--- config.mk ---
export PLATFORM = sky130hd
export DESIGN_NAME = nand_async_cmd_seq_flat
export DESIGN_NICKNAME = d
export VERILOG_FILES = /design/src/rtl/nand_async_cmd_seq_if.sv /design/src/rtl/nand_async_cmd_seq.sv /design/src/flat_wrapper.sv
export SDC_FILE = /design/constraint.sdc
export NUM_CORES = 1
export LEC_CHECK = 0
export CAP_MARGIN = 10
export CORE_MARGIN = 3
export CORE_UTILIZATION = 30
export CTS_CLUSTER_SIZE = 30
export DETAILED_ROUTE_END_ITERATION = 8
export PLACE_DENSITY = 0.55
export SYNTH_ARGS = -nofsm -noshare
export SYNTH_HDL_FRONTEND = slang
export SYNTH_SLANG_ARGS = --single-unit
--- constraint.sdc ---
create_clock -name v_clk0 -period 3.98 [get_ports v_clk0]
set_clock_uncertainty 0.05 [all_clocks]
set_input_delay 0.398 -clock v_clk0 [delete_from_list [all_inputs] [get_ports v_clk0]]
set_output_delay 0.398 -clock v_clk0 [all_outputs]
set_load 0.02 [all_outputs]
--- src/rtl/nand_async_cmd_seq_if.sv ---
// Byte-request handshake between the flash controller FSM (master) and
// the async command/address sequencer (slave).
interface nand_async_cmd_seq_if;
  logic       req_valid;
  logic       req_ready;
  logic       req_is_addr;
  logic [7:0] req_byte;
  logic       req_last;
  logic [2:0] req_ce;

  modport master (
    output req_valid, req_is_addr, req_byte, req_last, req_ce,
    input  req_ready
  );

  modport slave (
    input  req_valid, req_is_addr, req_byte, req_last, req_ce,
    output req_ready
  );
endinterface

--- src/rtl/nand_async_cmd_seq.sv ---
// Async-mode NAND command/address latch sequencer: paces CLE/ALE/WE#/CE#/DQ-OE
// for nand_phy. Define NAND_SEQ_STATS_EN to add byte/burst statistics counters.
module nand_async_cmd_seq #(
  parameter int unsigned T_SETUP = 2,
  parameter int unsigned T_WP    = 3,
  parameter int unsigned T_WH    = 2,
  parameter int unsigned T_CH    = 2
) (
  input  logic                      v_clk0,
  input  logic                      v_rstn0,
  nand_async_cmd_seq_if.slave       req,
  output logic                      busy,
  output logic                      done,
  output logic                      ctrl_cle,
  output logic                      ctrl_ale,
  output logic                      ctrl_wrn,
  output logic                      ctrl_wen,
  output logic                      ctrl_wen_sel,
  output logic [7:0]                ctrl_cen,
  output logic                      dq_oe_n,
  output logic [7:0]                wr_data_rise,
  output logic [7:0]                wr_data_fall
`ifdef NAND_SEQ_STATS_EN
  ,
  output logic [15:0]               stat_bytes,
  output logic [15:0]               stat_bursts
`endif
);

  localparam logic [2:0] IDLE      = 3'd0;
  localparam logic [2:0] SETUP     = 3'd1;
  localparam logic [2:0] WE_LOW    = 3'd2;
  localparam logic [2:0] WE_HIGH   = 3'd3;
  localparam logic [2:0] WAIT_NEXT = 3'd4;
  localparam logic [2:0] HOLD      = 3'd5;

  // Counter is loaded with duration-1 so a phase lasts exactly its cycle count.
  localparam logic [3:0] LD_SETUP = 4'(T_SETUP - 1);
  localparam logic [3:0] LD_WP    = 4'(T_WP - 1);
  localparam logic [3:0] LD_WH    = 4'(T_WH - 1);
  localparam logic [3:0] LD_CH    = 4'(T_CH - 1);

  logic [2:0] state;
  logic [3:0] cnt;
  logic       last_q;
  logic       ready_q;
  logic [7:0] data_q;
  logic       accept;

  assign accept        = req.req_valid & ready_q;
  assign req.req_ready = ready_q;
  assign ctrl_wrn      = 1'b1;
  assign ctrl_wen_sel  = 1'b1;
  assign wr_data_rise  = data_q;
  assign wr_data_fall  = data_q;

  always_ff @(posedge v_clk0 or negedge v_rstn0) begin
    if (!v_rstn0) begin
      state    <= IDLE;
      cnt      <= '0;
      last_q   <= 1'b0;
      ready_q  <= 1'b1;
      busy     <= 1'b0;
      done     <= 1'b0;
      ctrl_cle <= 1'b0;
      ctrl_ale <= 1'b0;
      ctrl_wen <= 1'b1;
      ctrl_cen <= '1;
      dq_oe_n  <= 1'b1;
      data_q   <= '0;
    end else begin
      done <= 1'b0;
      case (state)
        IDLE, WAIT_NEXT: begin
          if (accept) begin
            // Chip select is taken only from the first byte of a burst.
            if (state == IDLE) ctrl_cen <= ~(8'd1 << req.req_ce);
            data_q   <= req.req_byte;
            last_q   <= req.req_last;
            ctrl_cle <= ~req.req_is_addr;
            ctrl_ale <= req.req_is_addr;
            dq_oe_n  <= 1'b0;
            ctrl_wen <= 1'b1;
            ready_q  <= 1'b0;
            busy     <= 1'b1;
            state    <= SETUP;
            cnt      <= LD_SETUP;
          end
        end
        SETUP: begin
          if (cnt == '0) begin
            state    <= WE_LOW;
            cnt      <= LD_WP;
            ctrl_wen <= 1'b0;
          end else begin
            cnt <= cnt - 4'd1;
          end
        end
        WE_LOW: begin
          if (cnt == '0) begin
            state    <= WE_HIGH;
            cnt      <= LD_WH;
            ctrl_wen <= 1'b1;
          end else begin
            cnt <= cnt - 4'd1;
          end
        end
        WE_HIGH: begin
          if (cnt == '0) begin
            ctrl_cle <= 1'b0;
            ctrl_ale <= 1'b0;
            dq_oe_n  <= 1'b1;
            if (last_q) begin
              state <= HOLD;
              cnt   <= LD_CH;
            end else begin
              state   <= WAIT_NEXT;
              cnt     <= '0;
              ready_q <= 1'b1;
            end
          end else begin
            cnt <= cnt - 4'd1;
          end
        end
        HOLD: begin
          if (cnt == '0) begin
            state    <= IDLE;
            ctrl_cen <= '1;
            done     <= 1'b1;
            busy     <= 1'b0;
            ready_q  <= 1'b1;
          end else begin
            cnt <= cnt - 4'd1;
          end
        end
        default: begin
          state    <= IDLE;
          cnt      <= '0;
          ready_q  <= 1'b1;
          busy     <= 1'b0;
          ctrl_cle <= 1'b0;
          ctrl_ale <= 1'b0;
          ctrl_wen <= 1'b1;
          ctrl_cen <= '1;
          dq_oe_n  <= 1'b1;
        end
      endcase
    end
  end

`ifdef NAND_SEQ_STATS_EN
  logic we_rise;
  logic burst_end;

  assign we_rise   = (state == WE_LOW) && (cnt == '0);
  assign burst_end = (state == HOLD) && (cnt == '0);

  always_ff @(posedge v_clk0 or negedge v_rstn0) begin
    if (!v_rstn0) begin
      stat_bytes  <= '0;
      stat_bursts <= '0;
    end else begin
      if (we_rise && stat_bytes != 16'hFFFF) stat_bytes <= stat_bytes + 16'd1;
      if (burst_end && stat_bursts != 16'hFFFF) stat_bursts <= stat_bursts + 16'd1;
    end
  end
`endif

endmodule

--- src/flat_wrapper.sv ---
// flat-port wrapper written by rule: the top's interface ports become plain ports
module nand_async_cmd_seq_flat 
#(
  parameter int unsigned T_SETUP = 2,
  parameter int unsigned T_WP    = 3,
  parameter int unsigned T_WH    = 2,
  parameter int unsigned T_CH    = 2
)
  (v_clk0, v_rstn0, busy, done, ctrl_cle, ctrl_ale, ctrl_wrn, ctrl_wen, ctrl_wen_sel, ctrl_cen, dq_oe_n, wr_data_rise, wr_data_fall, req_req_valid, req_req_is_addr, req_req_byte, req_req_last, req_req_ce, req_req_ready);
  nand_async_cmd_seq_if req_i ();
  input  logic v_clk0;
  input  logic v_rstn0;
  output logic busy;
  output logic done;
  output logic ctrl_cle;
  output logic ctrl_ale;
  output logic ctrl_wrn;
  output logic ctrl_wen;
  output logic ctrl_wen_sel;
  output logic [7:0] ctrl_cen;
  output logic dq_oe_n;
  output logic [7:0] wr_data_rise;
  output logic [7:0] wr_data_fall;
  input wire logic [$bits(req_i.req_valid)-1:0] req_req_valid;
  input wire logic [$bits(req_i.req_is_addr)-1:0] req_req_is_addr;
  input wire logic [$bits(req_i.req_byte)-1:0] req_req_byte;
  input wire logic [$bits(req_i.req_last)-1:0] req_req_last;
  input wire logic [$bits(req_i.req_ce)-1:0] req_req_ce;
  output wire logic [$bits(req_i.req_ready)-1:0] req_req_ready;
  assign req_i.req_valid = req_req_valid;
  assign req_i.req_is_addr = req_req_is_addr;
  assign req_i.req_byte = req_req_byte;
  assign req_i.req_last = req_req_last;
  assign req_i.req_ce = req_req_ce;
  assign req_req_ready = req_i.req_ready;
  nand_async_cmd_seq #(.T_SETUP(T_SETUP), .T_WP(T_WP), .T_WH(T_WH), .T_CH(T_CH)) u_core (.v_clk0(v_clk0), .v_rstn0(v_rstn0), .req(req_i), .busy(busy), .done(done), .ctrl_cle(ctrl_cle), .ctrl_ale(ctrl_ale), .ctrl_wrn(ctrl_wrn), .ctrl_wen(ctrl_wen), .ctrl_wen_sel(ctrl_wen_sel), .ctrl_cen(ctrl_cen), .dq_oe_n(dq_oe_n), .wr_data_rise(wr_data_rise), .wr_data_fall(wr_data_fall));
endmodule
==> results.txt <==
Power Dens Cells: 856 nW/µm²
Sw power: 730 µW
Final worst slack: 1.83 ns
Total chip power: 1860 µW
Netlist cell types: 40
VDD IR max: 0.412 mV
Final instance area: 2170 µm²
Ranking of synthesized cells by area: dfrtp_1, dfstp_2, nand2_1, mux2_2, buf_4
DIE AREA: 6240 µm²
Clock latency on the worst-skew pair: 0.27 ns
Vias in the first global route: 1,321
Cells after Synth: 171
Leading area contributor after synthesis: dfrtp_1
Setup CP Type: reg -> reg
Starting Density: 32.3%
CTS Buffer Depth: 2
Tot GR Track Use: 12.6%
Dpl cell area: 2050 µm²
Synth top cells by count: nand2_1, dfrtp_1, dfstp_2, buf_4, nor2_1
# setup viols final: 0
Wire length per cell: 12.9 µm
Peak fanout along the critical path: 19
Synth top area share: 31.3%
Buffers on Ports: 46
Area of the multi-input gates: 674 µm²
CTS Hold Bufs: 0
Logic pwr share: 48.4%
Fmax: 466 MHz
Final core utilization: 43.9%
Count leader, synth: nand2_1
Fin crit share: 53.9%
Filler Cells Inserted: 523
Seq cells post-synth: 31
Top Ports: 49
WL final: 3570 µm
Async SR Flop Fraction: 100%
Max-cap viol count: 0
Sequential Power Share: 34.5%
Post-synth EDFFs: 0
Post-CTS setup buffers: 0
Cts repair resizes: 0
WP data required: 4.13 ns
Seq. cell area: 790 µm²
Max incr delay on CP: 0.59 ns
Post-synth top flop: dfrtp_1
Slew Limit Fails: 0
DR iter-0 viols: 31
Sequential share of the synthesized area: 49.4%
Pleak: 0.000893 µW
# rows: 25
DRC: 0
Post-synthesis average cell area: 9.34 µm²
Final Hold Fails: 0
Sink Count: 31
H-tree level count: 2
Crit path DAT: 2.30 ns
Slew HR: 30.3%
CTS tree: built
Initial antenna violation count: 0
Final GP Congestion: 0.801
DR vias/cell: 4.75
Area growth syn-to-layout: 35.9%
ANT cells: 0
Setup TNS: 0 ns
Clock root cell: clkbuf_8
Path category of the worst min-delay check: reg -> reg
Die Span X: 79.0 µm
Detailed-route via count: 1,315
Die height: 79.0 µm
Post-DP HPWL: 2550 µm
Status: completed
Pre-CTS WS: 1.65 ns
Fin nets: 227
Unrepaired setup endpoints after global routing: false
Critical-path cell list: nor2_1 > nand3_1 > o21ai_4 > mux2_2
Switching share of power: 39.3%
TritonRoute pass-1 iters: 4
Final ANT Viol Nets: 0
CTS clk-pin slew, worst paths: 0.07 ns
CTS buffer count: 5
Internal power: 1130 µW
CORE AREA: 4940 µm²
Layout cell share with drive strength beyond 1: 15.7%
Pin count of the biggest net entering global routing: 24
Slew of the pin with the lowest slew margin: 1.04 ns
First-pass GRT wire length: 6350 µm
Clock Power Share: 17.1%
Synthesized cell area: 1600 µm²
Critical-path top delay cell: dfrtp_1
Total grt overflow: 0
Startpoint Class: flop
Synth Warn #: 0
Minimum clock period: 2.15 ns
Setup crit end kind: flop
-- routing by layer --
| metal | up-vias | GRT usage, % | wire length [µm] |
|---|---|---|---|
| li1 | 656 | - | - |
| met1 | 612 | 17.7 | 1780 |
| met2 | 45 | 18.4 | 1540 |
| met3 | 2 | 4.88 | 232 |
| met4 | 0 | 2.58 | 18 |
| met5 | - | 0 | 0 |
-- stage by stage --
step                      instances  hold slack, ns
after floorplan                 172          0.0524
after global placement          269           0.399
after detailed placement        269           0.402
after CTS                       277           0.413
after global routing            277           0.435
final                           277           0.409
-- power groups by stage --
stage	sequential (µW)	combinational (µW)	clock, µW
floorplan	697	531	0
CTS	642	912	329
finish	642	899	318
detailed placement	646	908	0
global placement	645	899	0
global route	671	987	347
-- cells by family (layout without fill, tap and decap cells) --
logic type | after synthesis | after routing | share of synthesized area (%)
AO/OA/AOI/OAI | 32 | 32 | 13.9
XOR/XNOR | 1 | 1 | 0.548
adder cells (fa/ha/maj) | 2 | 2 | 1.57
buffers and inverters | 25 | 63 | 8.61
flip-flops | 31 | 31 | 49.4
multiplexers | 8 | 8 | 5.64
other | 1 | 2 | 0.235
AND/OR/NAND/NOR | 71 | 71 | 20.1
-- critical path, delay by kind of cell (launching register included) --
family             cells  cell delay (ns)
AOI/OAI and AO/OA      1             0.42
DFF                    1             0.59
and+or+nand+nor        2             0.64
muxes                  1             0.38
-- area by class of cell --
| cell class | count | share of cell area (%) |
|---|---|---|
| clock inverter | 2 | 1.61 |
| tap | 67 | 3.86 |
| sequential | 31 | 36.4 |
| inverter | 6 | 1.04 |
| clock buffer | 6 | 3.80 |
| multi-input combinational | 116 | 31.1 |
| timing repair buffer | 49 | 22.2 |
-- placed cells by master, fill, tap and decap left out, drive strengths merged, types with 3 or more instances in the layout --
cell type	instances
o21ai	8
a21oi	9
dfrtp	20
nand2	40
dfstp	11
a211oi	3
clkbuf	6
nor2	10
buf	3
nand3	6
mux2	8
inv	6
nor3	4
clkdlybuf4s50	46
-- path summary, 6_finish.rpt --
check,startpoint,end,slack [ns],depth (start not counted)
setup / recovery,u_core.state[1]$_DFFE_PN0P_,u_core.ctrl_cen[3]$_DFFE_PN1P_,1.83,4
hold / removal,u_core.dq_oe_n$_DFFE_PN1P_,u_core.dq_oe_n$_DFFE_PN1P_,0.41,2
setup reg to reg,u_core.state[1]$_DFFE_PN0P_,u_core.ctrl_cen[3]$_DFFE_PN1P_,1.83,4
hold reg to reg,u_core.dq_oe_n$_DFFE_PN1P_,u_core.dq_oe_n$_DFFE_PN1P_,0.41,2
max in group asynchronous,v_rstn0,u_core.ctrl_cen[4]$_DFFE_PN1P_,2.44,2
min in group asynchronous,v_rstn0,u_core.cnt[1]$_DFFE_PN0P_,0.64,1
-- registers in the layout, summed over array words and instances (netlist names) --
| name | flops |
|---|---|
| u_core.state | 3 |
| u_core.done | 1 |
| u_core.ctrl_ale | 1 |
| u_core.req.req_ready | 1 |
| u_core.ctrl_cle | 1 |
| u_core.last_q | 1 |
| u_core.busy | 1 |
| u_core.cnt | 4 |
| u_core.dq_oe_n | 1 |
| u_core.wr_data_fall | 8 |
| u_core.ctrl_wen | 1 |
| u_core.ctrl_cen | 8 |
No activity file was read; power rests on OpenSTA's default activity.
